[config.mk]
export PLATFORM = sky130hd
export DESIGN_NAME = draw_scheduler
export DESIGN_NICKNAME = d
export VERILOG_FILES = /design/src/rtl/draw_scheduler.sv
export SDC_FILE = /design/constraint.sdc
export NUM_CORES = 1
export LEC_CHECK = 0
export CAP_MARGIN = 5
export CORE_ASPECT_RATIO = 2
export CORE_UTILIZATION = 38
export CTS_BUF_LIST = sky130_fd_sc_hd__clkbuf_16
export CTS_CLUSTER_DIAMETER = 60
export DETAILED_ROUTE_END_ITERATION = 12
export GPL_TIMING_DRIVEN = 0
export HOLD_SLACK_MARGIN = 0.03
export PLACE_DENSITY_LB_ADDON = 0.3
export SYNTH_ARGS = -nofsm -noshare
export SYNTH_HDL_FRONTEND = slang
export SYNTH_SLANG_ARGS = --single-unit
[constraint.sdc]
create_clock -name clk -period 2.4 [get_ports clk]
set_clock_uncertainty 0.1 [all_clocks]
set_input_delay 0.36 -clock clk [delete_from_list [all_inputs] [get_ports clk]]
set_output_delay 0.36 -clock clk [all_outputs]
set_load 0.02 [all_outputs]
[src/rtl/draw_scheduler.sv]
// Per-frame scheduler that hands the single VGA framebuffer write port to N_REQ sprite engines in fixed index order.
// Optional grant watchdog enabled by defining DRAW_SCHED_WDOG_EN.
module draw_scheduler #(
    parameter int N_REQ       = 4,
    parameter int X_W         = 10,
    parameter int Y_W         = 10,
    parameter int C_W         = 3,
    parameter int WDOG_CYCLES = 4096
) (
    input  logic                   clk,
    input  logic                   reset_n,
    input  logic                   frame_tick,
    input  logic [N_REQ-1:0]       req,
    input  logic [N_REQ-1:0]       done,
    input  logic [N_REQ*X_W-1:0]   px_x,
    input  logic [N_REQ*Y_W-1:0]   px_y,
    input  logic [N_REQ*C_W-1:0]   px_c,
    input  logic [N_REQ-1:0]       px_we,
    output logic [N_REQ-1:0]       grant,
    output logic [N_REQ-1:0]       start,
    output logic [X_W-1:0]         vga_x,
    output logic [Y_W-1:0]         vga_y,
    output logic [C_W-1:0]         vga_color,
    output logic                   vga_we,
    output logic                   busy,
    output logic                   frame_done,
    output logic                   overrun,
    output logic                   wdog_abort
);

    localparam int SEL_W = (N_REQ > 1) ? $clog2(N_REQ) : 1;

    typedef enum logic [2:0] {
        S_IDLE  = 3'd0,
        S_SCAN  = 3'd1,
        S_START = 3'd2,
        S_RUN   = 3'd3,
        S_DONE  = 3'd4
    } state_t;

    state_t            state;
    logic [N_REQ-1:0]  pending;
    logic [SEL_W-1:0]  sel;

    logic [SEL_W-1:0]  first_idx;
    logic [N_REQ-1:0]  first_oh;
    logic              first_found;

    logic [X_W-1:0]    cur_x;
    logic [Y_W-1:0]    cur_y;
    logic [C_W-1:0]    cur_c;
    logic              cur_we;
    logic              cur_done;
    logic              wdog_hit;

    // Lowest set index of the snapshot wins; index 0 (erase) always goes first.
    always_comb begin
        first_idx   = '0;
        first_oh    = '0;
        first_found = 1'b0;
        for (int i = 0; i < N_REQ; i++) begin
            if (pending[i] && !first_found) begin
                first_idx   = SEL_W'(i);
                first_oh[i] = 1'b1;
                first_found = 1'b1;
            end
        end
    end

    // Engine-to-port mux: only the selected engine's stream and done are visible.
    always_comb begin
        cur_x    = '0;
        cur_y    = '0;
        cur_c    = '0;
        cur_we   = 1'b0;
        cur_done = 1'b0;
        for (int i = 0; i < N_REQ; i++) begin
            if (sel == SEL_W'(i)) begin
                cur_x    = px_x[i*X_W +: X_W];
                cur_y    = px_y[i*Y_W +: Y_W];
                cur_c    = px_c[i*C_W +: C_W];
                cur_we   = px_we[i];
                cur_done = done[i];
            end
        end
    end

`ifdef DRAW_SCHED_WDOG_EN
    localparam int WD_W = (WDOG_CYCLES > 1) ? $clog2(WDOG_CYCLES) : 1;

    logic [WD_W-1:0] wdog_cnt;

    assign wdog_hit = (wdog_cnt == WD_W'(WDOG_CYCLES - 1));

    // Counts RUN cycles of the current grant; a hit without done revokes the grant.
    always_ff @(posedge clk) begin
        if (!reset_n) begin
            wdog_cnt   <= '0;
            wdog_abort <= 1'b0;
        end else begin
            wdog_abort <= (state == S_RUN) && wdog_hit && !cur_done;
            if (state == S_START) begin
                wdog_cnt <= '0;
            end else if (state == S_RUN) begin
                wdog_cnt <= wdog_cnt + 1'b1;
            end
        end
    end
`else
    assign wdog_hit   = 1'b0;
    assign wdog_abort = 1'b0;

    if (WDOG_CYCLES < 2) begin : g_wdog_cycles_unused
    end
`endif

    // Engine handshake: grant is held from the start pulse until the cycle after
    // done[sel] (or a watchdog hit); start is a single-cycle pulse in the first
    // granted cycle, and done from any engine other than sel is ignored.
    always_ff @(posedge clk) begin
        if (!reset_n) begin
            state      <= S_IDLE;
            pending    <= '0;
            sel        <= '0;
            grant      <= '0;
            start      <= '0;
            busy       <= 1'b0;
            frame_done <= 1'b0;
            overrun    <= 1'b0;
            vga_x      <= '0;
            vga_y      <= '0;
            vga_color  <= '0;
            vga_we     <= 1'b0;
        end else begin
            start      <= '0;
            frame_done <= 1'b0;
            overrun    <= frame_tick && (state != S_IDLE);

            vga_x      <= cur_x;
            vga_y      <= cur_y;
            vga_color  <= cur_c;
            vga_we     <= cur_we && (state == S_RUN);

            case (state)
                S_IDLE: begin
                    if (frame_tick) begin
                        pending <= req;
                        busy    <= 1'b1;
                        state   <= S_SCAN;
                    end
                end
                S_SCAN: begin
                    if (!first_found) begin
                        frame_done <= 1'b1;
                        state      <= S_DONE;
                    end else begin
                        sel   <= first_idx;
                        grant <= first_oh;
                        start <= first_oh;
                        state <= S_START;
                    end
                end
                S_START: begin
                    state <= S_RUN;
                end
                S_RUN: begin
                    if (cur_done || wdog_hit) begin
                        pending[sel] <= 1'b0;
                        grant        <= '0;
                        state        <= S_SCAN;
                    end
                end
                S_DONE: begin
                    busy  <= 1'b0;
                    state <= S_IDLE;
                end
                default: begin
                    grant <= '0;
                    busy  <= 1'b0;
                    state <= S_IDLE;
                end
            endcase
        end
    end

endmodule

After elaboration in Yosys (flattened, before gate mapping):

Cells that the tools add are included.

* order comparisons: 2
* bitwise logic cells: 4
* muxes and demuxes: 45
* equality and inequality tests: 10
* reductions and logical operators: 22

Operator list (count)
* 10-bit 2-to-1 mux: 8
* 3-bit 2-to-1 mux: 7
* 1-bit 2-to-1 mux: 19
* 4-bit 2-to-1 mux: 4
* 3-bit case mux with 4 select lines: 1
* 4-bit case mux with 3 select lines: 1
* 3-bit AND reduction: 3
* 4-bit case mux with 2 select lines: 1
* 2-bit AND reduction: 4
* 3-bit by 2-bit == test with 1-bit output, second input constant: 2
* 1-bit logical AND: 6
* 2-bit != test, second input constant: 3
* 3-bit OR reduction: 2
* 4-bit bitwise AND: 1
* 2-bit == test, second input constant: 2
* 2-bit 2-to-1 mux: 2
* 4-bit NOT: 1
* 3-bit by 1-bit == test with 1-bit output, second input constant: 1
* 3-bit == test, second input constant: 1
* 1-bit logical NOT: 3
* 3-bit logical NOT: 1
* 2-bit by 3-bit less-than comparator with 1-bit output, second input constant: 1
* 3-bit nonzero test: 1
* 1-bit demux with 2-bit select: 1
* 6 further kinds: 7

* output and inout port bits: 36
* input bits: 107
* register bits after elaboration: 44
* word-level logic and storage cells: 95

Logic depth before layout (Yosys ltp):

* word-level depth: 12
* depth in mapped cells: 5
* depth with buffers taken out: 3

Worst setup path after synthesis:

No wires, ideal clock.

* kind: flip-flop to flip-flop
* from: reg sel[0]
* to: reg vga_x[6]
* stages on the path, launching flop included: 5
* buffers on the path: 2
* setup slack: 0.977 ns
* period minus slack after synthesis: 1.423 ns
* data arrival time: 1.208 ns
* setup time: 0.115 ns
* required time: 2.185 ns
* cell sequence: dfxtp_1 > buf_6 > buf_6 > mux4_2 > and2_1

* longest elaborated chain between the ends: 5
* elaborated cells on any way between the ends: 8
* those cells by class: eq/ne (3); mux (4); reduce/logical (1)

RTL lines
* start, declared: line 43 `logic [SEL_W-1:0] sel;`
* start signal, assigned: line 157 `sel <= first_idx;`
* 2-bit logical NOT: line 78 `if (sel == SEL_W'(i)) begin`
* 10-bit 2-to-1 mux (3 in a row): line 78
* 10-bit 2-to-1 mux (*): line 78
* end signal, assigned: line 139 `vga_x <= cur_x;`
* end, declared: line 21 `output logic [X_W-1:0] vga_x,`

Every way passes the cells marked *; elsewhere a longest branch is shown, timed or not.
A chain may end at the register's enable or synchronous reset.

Final worst setup path:

* from: reg grant[2]
* to: out grant[2]

RTL lines
* start, declared: line 19 `output logic [N_REQ-1:0] grant,`
* start signal, assigned: line 158 `grant <= first_oh;`

No word-level cell between the ends.

==> impl_metrics.env <==
export IMPL_critPathLaunchType="register"
export IMPL_regArea_um2=881
export IMPL_htree_levels=2
export IMPL_outcome="finished, final reports clean"
export IMPL_antenna_found_initial=0
export IMPL_cp_end_kind="output pin"
export IMPL_fp_coreArea_um2=5370
export IMPL_vias=1992
export IMPL_grt_pass1_vias=2042
export IMPL_place_gp_congestion=0.826
export IMPL_netSwitchingFraction_pct=23.6
export IMPL_synthFlopType="dfxtp_1"
export IMPL_hpwl_mm=5.33
export IMPL_numCtsBuffers=5
export IMPL_wl_per_cell_um=17.2
export IMPL_postCtsResizedCells=0
export IMPL_cts_tree="built"
export IMPL_synth_area_um2=2120
export IMPL_tightestPinTransition_ps=608
export IMPL_clk_latency_ps=270
export IMPL_required_ps=1940
export IMPL_path_buf_inv=1
export IMPL_ff2ff_path_depth=4
export IMPL_vias_per_cell=5.20
export IMPL_p_leak_nw=1.41
export IMPL_crit_cells=1
export IMPL_power_density_nw_per_um2=573
export IMPL_reg2reg_to="vga_x[0]"
export IMPL_critPathTopFamily="buffers and inverters"
export IMPL_yosysWarnings=0
export IMPL_switchingPower_mw=0.509
export IMPL_grt_start_max_net_pins=14
export IMPL_seq_power_share_pct=37.6
export IMPL_crit_path_top_delay_cell="clkdlybuf4s50_1"
export IMPL_io_buffers=141
export IMPL_rsz0062_at_grt="false"
export IMPL_cts_sinks=44
export IMPL_yosysSeqAreaShare_pct=41.6
export IMPL_hp_class="reg2reg"
export IMPL_setup_violations=0
export IMPL_cp_startpoint="grant[2]"
export IMPL_nFillCells=409
export IMPL_die_area_um2=5900
export IMPL_mostFrequentLayoutCells="clkdlybuf4s50_1, dfxtp_1, mux4_2, and2_1"
export IMPL_nets=429
export IMPL_hold_slack_ps=367
export IMPL_drt_wl_total_mm=6.57
export IMPL_critPathKind="reg2out"
export IMPL_period_needed_ps=1680
export IMPL_synthArstFlopShare_pct=0
export IMPL_r2r_start="sel[1]"
export IMPL_grt_usage_pct=22.5
export IMPL_synth_seq_cells=44
export IMPL_postRouteAntennaNets=0
export IMPL_drcViolationCount=0
export IMPL_synth_cells=174
export IMPL_tns_ps=0
export IMPL_antennaDiodeCount=0
export IMPL_avgSynthCellArea_um2=12.2
export IMPL_grt_first_pass_wirelength_mm=9.34
export IMPL_relSlewSlack_pct=59.2
export IMPL_cts_root_buf="clkbuf_16"
export IMPL_dr_pass1_iters=6
export IMPL_crit_path_end="grant[2]"
export IMPL_final_period_utilization_pct=70.2
export IMPL_clkPwrFrac_pct=34.5
export IMPL_synth_nets=281
export IMPL_die_h_um=108
export IMPL_p_comb_share_pct=27.9
export IMPL_drt_initial_drc_count=40
export IMPL_fmax_mhz=594
export IMPL_slew_viol_final=0
export IMPL_regToRegSetupSlack_ps=760
export IMPL_p_int_mw=1.65
export IMPL_ir_drop_uv=568
export IMPL_max_stage_delay_ps=620
export IMPL_clk_pin_slew_ps=60
export IMPL_cp_max_fo=2
export IMPL_cp_arrival_ps=1220
export IMPL_clockBufferDepth=2
export IMPL_die_x_um=54.8
export IMPL_rows=38
export IMPL_grt_overflow=0
export IMPL_pin_count=143
export IMPL_final_layout_size_suffix_gt1_share_pct=15.2
export IMPL_synth_edf_count=0
export IMPL_final_core_util_pct=70.2
export IMPL_postCtsSetupBuffers=0
export IMPL_initial_core_util_pct=39.5
export IMPL_timing_critical_path_cells="clkdlybuf4s50_1"
export IMPL_ctsHoldBuffers=0
export IMPL_synth_cell_type_count=35
export IMPL_final_common_cell="clkdlybuf4s50_1"
export IMPL_multi_input_area_um2=1090
export IMPL_area_delta_synth_final_pct=77.9
export IMPL_hold_viol_final=0
export IMPL_maxCapViolCount=0
-- state kept, by name (all words and copies together) (netlist names) --
register and cells:
start 4, pending 4, overrun 1, grant 4, frame_done 1, state 3
sel 2, vga_x 10, vga_color 3, vga_y 10, vga_we 1, busy 1
-- worst min path at each step --
stage	from	to	slack, ps	cells past startpoint
after floorplan	pending[3]	pending[3]	380	2
after global placement	busy	busy	350	2
after CTS	busy	busy	370	2
final	busy	busy	370	2
after global routing	busy	busy	390	2
after detailed placement	busy	busy	350	2
-- synth_stat cells, types with 2 or more instances --
| cell type | instances | area share [%] |
|---|---|---|
| clkbuf_1 | 3 | 0.53 |
| nor3_1 | 2 | 0.47 |
| nor2_1 | 3 | 0.53 |
| o311ai_0 | 2 | 0.83 |
| inv_1 | 10 | 1.8 |
| mux2i_1 | 2 | 0.94 |
| o221a_2 | 2 | 1.1 |
| o31ai_1 | 4 | 1.4 |
| mux4_2 | 25 | 27 |
| nand3b_1 | 2 | 0.71 |
| and2_1 | 25 | 7.4 |
| nand3_1 | 6 | 1.4 |
| buf_12 | 2 | 1.9 |
| a21oi_1 | 2 | 0.47 |
| buf_6 | 2 | 1.1 |
| o211ai_1 | 2 | 0.71 |
| a31oi_1 | 4 | 1.2 |
| dfxtp_1 | 44 | 42 |
| buf_2 | 6 | 1.4 |
| nand2_1 | 11 | 1.9 |
-- per-layer routing --
metal | global-route usage [%] | share of wire [%] | vias to the layer above
met5 | 0 | 0 | -
met4 | 8.97 | 1.9 | 0
met3 | 3.95 | 7.3 | 10
met2 | 45.2 | 60 | 96
met1 | 19.0 | 31 | 948
li1 | - | - | 938
-- cell families (layout without fill, tap and decap cells) --
family          Yosys count  count (layout)  share of synthesized area [%]
compound gates           22              22                           7.73
buf+inv                  24             173                           7.03
flops                    44              44                           41.6
mux                      27              27                           27.5
other cells               1               1                          0.177
simple gates             56              56                           16.0
-- stage by stage --
stage / area, µm² / worst slack [ps] / power, mW / std cells
6_report: 3770 / 716 / 2.16 / 383
5_1_grt: 3770 / 672 / 2.25 / 383
4_1_cts: 3770 / 706 / 2.18 / 383
3_5_place_dp: 3610 / 557 / 1.43 / 375
3_3_place_gp: 3610 / 584 / 1.42 / 375
2_1_floorplan: 2120 / 977 / 1.12 / 174
-- power by group through the flow --
stage / logic [mW] / clock network [mW] / registers [mW]
CTS: 0.609 / 0.760 / 0.811
detailed placement: 0.603 / 0 / 0.827
global route: 0.643 / 0.790 / 0.816
finish: 0.603 / 0.745 / 0.811
floorplan: 0.236 / 0 / 0.881
global placement: 0.596 / 0 / 0.825
-- cell type report --
type,instances,share of cell area [%]
buffer,14,2.95
clock buffer,5,3.32
clock inverter,3,1.03
inverter,10,0.996
multi-input combinational,106,28.9
sequential,44,23.4
tap,60,1.99
timing repair buffer,141,37.4
Note: power is estimated with default switching activity, not from simulation.
